`config.mk`:
```
export PLATFORM = sky130hd
export DESIGN_NAME = hazard_stall_unit
export DESIGN_NICKNAME = d
export VERILOG_FILES = /design/src/rtl/hazard_stall_unit_pkg.sv /design/src/rtl/hazard_stall_unit_perf_counters.sv /design/src/rtl/hazard_stall_unit.sv
export SDC_FILE = /design/constraint.sdc
export NUM_CORES = 1
export LEC_CHECK = 0
export BUFFER_PORTS_ARGS = -buffer_cell sky130_fd_sc_hd__buf_2
export CAP_MARGIN = 15
export CORE_UTILIZATION = 40
export DETAILED_ROUTE_END_ITERATION = 10
export MAX_ROUTING_LAYER = met4
export PLACE_DENSITY_LB_ADDON = 0.15
export SYNTH_ARGS = -nofsm -noshare
export SYNTH_HDL_FRONTEND = slang
export SYNTH_SLANG_ARGS = --single-unit
```
`constraint.sdc`:
```
create_clock -name clk -period 3.9 [get_ports clk]
set_clock_uncertainty 0.1 [all_clocks]
set_input_delay 0.975 -clock clk [delete_from_list [all_inputs] [get_ports clk]]
set_output_delay 0.975 -clock clk [all_outputs]
set_load 0.02 [all_outputs]
```
`src/rtl/hazard_stall_unit_pkg.sv`:
```
// Shared constants and types for the pipeline hazard/stall control block.
package hazard_stall_unit_pkg;

  localparam int unsigned REG_ADDR_W = 5;
  localparam int unsigned WAIT_CNT_W = 8;
  localparam int unsigned PERF_CNT_W = 32;

  localparam logic [1:0] WB_SEL_ALU = 2'b01;
  localparam logic [1:0] WB_SEL_MEM = 2'b10;
  localparam logic [1:0] WB_SEL_PC  = 2'b11;

  typedef enum logic {
    RUN     = 1'b0,
    DISCARD = 1'b1
  } hz_state_e;

endpackage

```
`src/rtl/hazard_stall_unit_perf_counters.sv`:
```
// Wrapping 32-bit stall/flush/load-use event counters; only built with HAZARD_PERF_EN.
`ifdef HAZARD_PERF_EN
module hazard_perf_counters
  import hazard_stall_unit_pkg::*;
(
  input  logic                  clk,
  input  logic                  rst,
  input  logic                  i_stall,
  input  logic                  i_flush_evt,
  input  logic                  i_load_use,
  output logic [PERF_CNT_W-1:0] o_stall_cnt,
  output logic [PERF_CNT_W-1:0] o_flush_cnt,
  output logic [PERF_CNT_W-1:0] o_loaduse_cnt
);

  logic [PERF_CNT_W-1:0] r_stall_cnt;
  logic [PERF_CNT_W-1:0] r_flush_cnt;
  logic [PERF_CNT_W-1:0] r_loaduse_cnt;

  always_ff @(posedge clk) begin
    if (rst) begin
      r_stall_cnt   <= '0;
      r_flush_cnt   <= '0;
      r_loaduse_cnt <= '0;
    end else begin
      if (i_stall)     r_stall_cnt   <= r_stall_cnt + PERF_CNT_W'(1);
      if (i_flush_evt) r_flush_cnt   <= r_flush_cnt + PERF_CNT_W'(1);
      if (i_load_use)  r_loaduse_cnt <= r_loaduse_cnt + PERF_CNT_W'(1);
    end
  end

  assign o_stall_cnt   = r_stall_cnt;
  assign o_flush_cnt   = r_flush_cnt;
  assign o_loaduse_cnt = r_loaduse_cnt;

endmodule
`endif

```
`src/rtl/hazard_stall_unit.sv`:
```
// Pipeline stall/flush control for hazards the bypass network cannot resolve.
// Optional perf counters are built when HAZARD_PERF_EN is defined.
module hazard_stall_unit #(
  parameter int unsigned REG_ADDR_W  = hazard_stall_unit_pkg::REG_ADDR_W,
  parameter int unsigned MEM_TIMEOUT = 255
) (
  input  logic                  clk,
  input  logic                  rst,
  input  logic [REG_ADDR_W-1:0] rs1_addr_id,
  input  logic [REG_ADDR_W-1:0] rs2_addr_id,
  input  logic                  rs1_used_id,
  input  logic                  rs2_used_id,
  input  logic [REG_ADDR_W-1:0] rd_addr_exe,
  input  logic                  we_reg_exe,
  input  logic [1:0]            wb_sel_exe,
  input  logic                  if_req,
  input  logic                  if_ack,
  input  logic                  mem_req_mem,
  input  logic                  mem_ack_mem,
  input  logic                  redirect_exe,
  input  logic                  trap_wb,
  output logic                  stall_pc,
  output logic                  stall_ifid,
  output logic                  stall_idexe,
  output logic                  stall_exemem,
  output logic                  stall_memwb,
  output logic                  flush_ifid,
  output logic                  flush_idexe,
  output logic                  flush_exemem,
  output logic                  flush_memwb,
  output logic                  if_kill,
`ifdef HAZARD_PERF_EN
  output logic [31:0]           perf_stall_cnt,
  output logic [31:0]           perf_flush_cnt,
  output logic [31:0]           perf_loaduse_cnt,
`endif
  output logic                  mem_timeout
);

  import hazard_stall_unit_pkg::*;

  hz_state_e             r_state;
  hz_state_e             w_state_nxt;
  logic [WAIT_CNT_W-1:0] r_wait_cnt;
  logic [WAIT_CNT_W-1:0] w_wait_cnt_nxt;
  logic                  r_mem_timeout;

  logic w_mem_wait;
  logic w_if_wait;
  logic w_load_use;
  logic w_lu_bubble;
  logic w_discard;

  assign w_mem_wait = mem_req_mem & ~mem_ack_mem;
  assign w_if_wait  = if_req & ~if_ack;
  assign w_discard  = (r_state == DISCARD);
  assign w_load_use = (wb_sel_exe == WB_SEL_MEM) & we_reg_exe & (rd_addr_exe != '0) &
                      ((rs1_used_id & (rs1_addr_id == rd_addr_exe)) |
                       (rs2_used_id & (rs2_addr_id == rd_addr_exe)));

  // Priority-ordered stall/flush decode plus discard FSM next state.
  always_comb begin
    stall_pc     = 1'b0;
    stall_ifid   = 1'b0;
    stall_idexe  = 1'b0;
    stall_exemem = 1'b0;
    stall_memwb  = 1'b0;
    flush_ifid   = 1'b0;
    flush_idexe  = 1'b0;
    flush_exemem = 1'b0;
    flush_memwb  = 1'b0;
    if_kill      = 1'b0;
    w_lu_bubble  = 1'b0;
    w_state_nxt  = r_state;

    if (trap_wb) begin
      flush_ifid   = 1'b1;
      flush_idexe  = 1'b1;
      flush_exemem = 1'b1;
      flush_memwb  = 1'b1;
    end else if (w_mem_wait) begin
      stall_pc     = 1'b1;
      stall_ifid   = 1'b1;
      stall_idexe  = 1'b1;
      stall_exemem = 1'b1;
      flush_memwb  = 1'b1;
    end else if (redirect_exe) begin
      flush_ifid   = 1'b1;
      flush_idexe  = 1'b1;
    end else begin
      if (w_load_use) begin
        stall_pc    = 1'b1;
        stall_ifid  = 1'b1;
        flush_idexe = 1'b1;
        w_lu_bubble = 1'b1;
      end
      // The fetch outstanding during DISCARD is the stale one, so it must not hold the PC.
      if (w_if_wait && !w_discard) begin
        stall_pc   = 1'b1;
        flush_ifid = 1'b1;
      end
    end

    if (w_discard) begin
      flush_ifid = 1'b1;
      if_kill    = 1'b1;
    end

    case (r_state)
      RUN:     if ((redirect_exe || trap_wb) && w_if_wait) w_state_nxt = DISCARD;
      DISCARD: if (if_ack) w_state_nxt = RUN;
      default: w_state_nxt = RUN;
    endcase

    if (rst) begin
      stall_pc     = 1'b0;
      stall_ifid   = 1'b0;
      stall_idexe  = 1'b0;
      stall_exemem = 1'b0;
      stall_memwb  = 1'b0;
      flush_ifid   = 1'b1;
      flush_idexe  = 1'b1;
      flush_exemem = 1'b1;
      flush_memwb  = 1'b1;
      if_kill      = 1'b0;
      w_lu_bubble  = 1'b0;
    end
  end

  // Saturating data-memory wait counter.
  always_comb begin
    w_wait_cnt_nxt = '0;
    if (w_mem_wait && !trap_wb) begin
      w_wait_cnt_nxt = (r_wait_cnt == '1) ? r_wait_cnt : r_wait_cnt + WAIT_CNT_W'(1);
    end
  end

  always_ff @(posedge clk) begin
    if (rst) begin
      r_state       <= RUN;
      r_wait_cnt    <= '0;
      r_mem_timeout <= 1'b0;
    end else begin
      r_state       <= w_state_nxt;
      r_wait_cnt    <= w_wait_cnt_nxt;
      r_mem_timeout <= (w_wait_cnt_nxt == WAIT_CNT_W'(MEM_TIMEOUT)) &&
                       (r_wait_cnt != WAIT_CNT_W'(MEM_TIMEOUT));
    end
  end

  assign mem_timeout = r_mem_timeout & ~rst;

`ifdef HAZARD_PERF_EN
  hazard_perf_counters u_perf (
    .clk           (clk),
    .rst           (rst),
    .i_stall       (stall_pc),
    .i_flush_evt   (~rst & (redirect_exe | trap_wb)),
    .i_load_use    (w_lu_bubble),
    .o_stall_cnt   (perf_stall_cnt),
    .o_flush_cnt   (perf_flush_cnt),
    .o_loaduse_cnt (perf_loaduse_cnt)
  );
`endif

endmodule

```
* Word level (Yosys, flattened, before mapping)
Index checks and enable logic that the tools add are counted.
** Cells by class
- $add $sub $neg :: 1
- Equal/unequal tests :: 6
- Multiplexer cells :: 34
- Bitwise operators :: 13
- Reduce and logical (&&, ||, !) cells :: 8
** Operators by type and width (number)
- two-way mux 1 bit :: 31
- equality test 8 bit, second input constant :: 2
- two-way mux 8 bit :: 2
- equality test 5 bit :: 2
- adder 8 x 1 -> 8 bit, second input constant :: 1
- AND 1 bit :: 8
- != test 8 bit, second input constant :: 1
- nonzero test 5 bit :: 1
- logical AND 1 bit :: 4
- NOT 1 bit :: 4
- equality test 2 bit, second input constant :: 1
- logical NOT 1 bit :: 2
- one-hot mux 1 bit (2 select lines) :: 1
- logical OR 1 bit :: 1
- OR 1 bit :: 1
** Word-level totals
- Flip-flop bits (word level) :: 10
- Output and inout port bits :: 11

* Logic depth before layout (Yosys ltp)
- Depth after elaboration :: 10
- Depth in mapped cells :: 6
- Gate-level depth less buffers :: 6

* Least setup slack after synthesis
OpenSTA, ideal clock, no wires.
- Kind :: input to output
- Start :: input port trap_wb
- End :: output port stall_pc
- Arrival :: 2032 ps
- Required time :: 2825 ps
- Path slack :: 793 ps
- Cell stages on the path :: 6
- Path buffers :: 1
- Cell sequence :: or2_4 -> or2_0 -> buf_6 -> inv_2 -> nor2_1 -> o21ai_0
** On the way
- Cells in the longest elaborated chain, start to end :: 2
** RTL lines
- start, declared :: RTL line hazard_stall_unit.sv:21 : input logic trap_wb,
- two-way mux 1 bit :: RTL line hazard_stall_unit.sv:76 : if (trap_wb) begin
- two-way mux 1 bit :: RTL line hazard_stall_unit.sv:115 : if (rst) begin
- end, declared :: RTL line hazard_stall_unit.sv:22 : output logic stall_pc,
Every way passes these cells.

* Worst setup path after layout
Same ends and word-level chain as after synthesis.

==> summary.md <==
| Metric | Value |
|---|---|
| Simple-gate share of the synthesized area | approximately a third |
| Cell mode on critical path | buf_2 |
| Slew Viols, Final | 0 |
| Clk_lat worst skew | about 260 ps |
| Sequential cell area | 200 µm² |
| Nets | 156 |
| CTS Hold Buffers Added | 0 |
| Hold endpoint | r_wait_cnt[6] |
| WL per Instance | 11.4 µm |
| Number of enable flip-flop cells after synthesis | 0 |
| FMAX | 306 MHz |
| Area Overhead vs Synth | 30.4% |
| Flop-to-flop setup slack | 1950 ps |
| Status | finished, final reports clean |
| Mean Syn Cell Area | 8.05 µm² |
| Yosys reg bits | 10 |
| Die width | 44.1 µm |
| Crit end category | output pin |
| Area occupied by multi-input gates | roughly 470 µm² |
| Worst reg2reg startpoint | r_wait_cnt[0] |
| Final ANT Viol Nets | 0 |
| Cell Chain, Critical Path | buf_2 -> or2_4 -> or2_0 -> inv_2 -> nor2_1 -> o21ai_0 -> buf_2 |
| Final hold vios | 0 |
| Clock sinks | 10 |
| Combinational share of power | 19.5% |
| Routability Congestion | 0.805 |
| Mux share of post-synthesis cell area | about 1.4% |
| Hold Path Stages | 1 |
| Syn Nets | 117 |
| Setup CP Type | input pin to output pin |
| Die Area | roughly 2000 µm² |
| Core Region | 1580 µm² |
| Cell-internal power | around 180 µW |
| Number of fillers in the final layout | 151 |
| Main combinational cell family by area after synthesis | simple AND/OR/NAND/NOR gates |
| Clk pwr share | 38.1% |
| Root buffer cell | clkbuf_4 |
| Total wire length | 1620 µm |
| Clk pin slew, worst setup/hold paths | 70 ps |
| First-pass GRT wire length | 2580 µm |
| Pwr dens | 265 nW/µm² |
| Predominant post-synthesis flop cell | dfxtp_1 |
| Slowest CP cell | or2_0 |
| Postcts setup bufs | 0 |
| Crit share post-route | 83.9% |
| Port buffer count | 37 |
| GRT Util Overall | 18.2% |
| Post-synthesis compound-gate area fraction | roughly 15% |
| CP peak stage delay | approximately 400 ps |
| # IOs | 39 |
| Share of layout cells above drive strength 1 | 36.5% |
| Design Area, Final | 923 µm² |
| FF-to-FF path depth | 6 |
| Max Cap Viol | 0 |
| Die H | 44.1 µm |
| Psw | 60.8 µW |
| Total CTS buffers | 3 |
| CP startpoint kind | input pin |
| WP data arrival | about 2200 ps |
| Area after DPL | around 900 µm² |
| Initial antenna violation count | 0 |
| Hold Path Class | flop to flop |
| Most frequent cells in the layout | buf_2 (37), xnor2_1 (12), dfxtp_1 (10) |
| Starting Density | 44.9% |
| Synth warnings | 0 |
| # rows | 14 |
| Pwr Total | 244 µW |
| Worst path required time | 2820 ps |
| Most common cell after layout, fill and taps aside | buf_2 |
| Gates resized, CTS repair | 0 |
| Launch point of the worst hold path | r_wait_cnt[6] |
| Number of global-route vias before repair | about 690 |
| XOR/XNOR share of the synthesized area | 14.8% |
| Pre-Repair DR Iteration Count | 6 |
| Synth cell types | 33 |
| HPWL Detailed | around 1300 µm |
| RSZ-0062 raised after global routing | no |
| ANT cells | 0 |
| Post-synthesis async set-or-reset flop share | 0% |
| Clk buf depth | 2 |
| Maximum VDD drop | 0.000116 V |
| H-tree depth | 1 |
| Sequential Power Share | 42.4% |
| Post-Synthesis Cells | 88 |
| Endpoints failing setup | 0 |
| Layout Utilization | 58.6% |
| DRC Markers | 0 |
| Area of the mapped netlist | 708 µm² |
| Routed vias/inst | 5.41 |
| Largest net degree at the start of global routing | 9 |
| Register area share after synthesis | approximately 28% |
| Area share of fa/ha/maj cells after synthesis | under 10% |
| TNS Setup | 0 ps |
| CTS tree | built |
| Crit Path Max Fanout | 8 |
| Static Leak | 0.413 nW |
| Switching Fraction | 24.9% |
| Via count | 768 |
| Worst r2r dst | r_mem_timeout |
| DRT iter0 DRCs | 26 |
| GRT overflow | 0 |
| Final min period | approximately 3300 ps |
sequential cells by signal, summed over array words and instances (netlist names):
signal / count
r_wait_cnt: 8
r_state: 1
r_mem_timeout: 1
per-stage QoR:
| stage | worst slack [ps] | hold WS, ps | instances |
|---|---|---|---|
| 2_1_floorplan | 793 | 341 | 88 |
| 3_3_place_gp | 649 | 400 | 138 |
| 3_5_place_dp | 628 | 396 | 138 |
| 4_1_cts | 620 | 410 | 142 |
| 5_1_grt | 506 | 428 | 142 |
| 6_report | 628 | 411 | 142 |
power by group through the flow:
stage / Sequential [mW] / Clock [mW] / Combinational (mW)
6_report: 0.103 / 0.0931 / 0.0477
5_1_grt: 0.104 / 0.0986 / 0.0517
4_1_cts: 0.104 / 0.0937 / 0.0481
3_5_place_dp: 0.106 / 0 / 0.0480
3_3_place_gp: 0.106 / 0 / 0.0471
2_1_floorplan: 0.106 / 0 / 0.0268
layer usage:
| layer | part of all wire (%) | wire (µm) | global-route usage [%] |
|---|---|---|---|
| met1 | 43 | 691 | 19.4 |
| met2 | 53 | 851 | 32.9 |
| met3 | 3.6 | 58 | 3.67 |
| met4 | 0.87 | 14 | 6.67 |
| met5 | 0 | 0 | - |
cell families after synthesis:
group	count (synthesis)
and+or+nand+nor	39
AOI/OAI and AO/OA	18
xor gates and xnor gates	12
DFF	10
buffers and inverters	6
adders and majority gates	1
other	1
muxes	1
worst max-delay path, delay by kind of cell:
kind	cells	cell delay (ps)
compound gates	1	60
buf+inv	3	450
simple gates	3	700
cell type report:
| cell class | instances | area share, % |
|---|---|---|
| multi-input combinational | 72 | 50.9 |
| sequential | 10 | 21.7 |
| timing repair buffer | 37 | 20.1 |
| clock buffer | 4 | 3.93 |
| tap | 16 | 2.17 |
| inverter | 3 | 1.22 |
worst max-delay path by stage:
| stage | from | end | cells past startpoint |
|---|---|---|---|
| finish | trap_wb | stall_pc | 7 |
| global route | trap_wb | stall_pc | 7 |
| CTS | trap_wb | stall_pc | 7 |
| detailed placement | rst | stall_pc | 7 |
| global placement | rst | stall_pc | 7 |
| floorplan | trap_wb | stall_pc | 6 |
Yosys cell counts, types with 2 or more instances:
cell	count	area [µm²]
nand2b_1	3	18.8
nand3_1	4	20.0
nand2_1	7	26.3
nand4_1	2	12.5
a211oi_1	4	30.0
inv_1	2	7.51
buf_4	2	15.0
xnor2_1	12	105
nor2_1	6	22.5
nor3_1	3	15.0
a21oi_1	3	15.0
and4_1	2	17.5
o21ai_0	5	25.0
a31oi_1	4	25.0
dfxtp_1	10	200
and3_1	2	12.5
(Power assumes the default switching activity.)
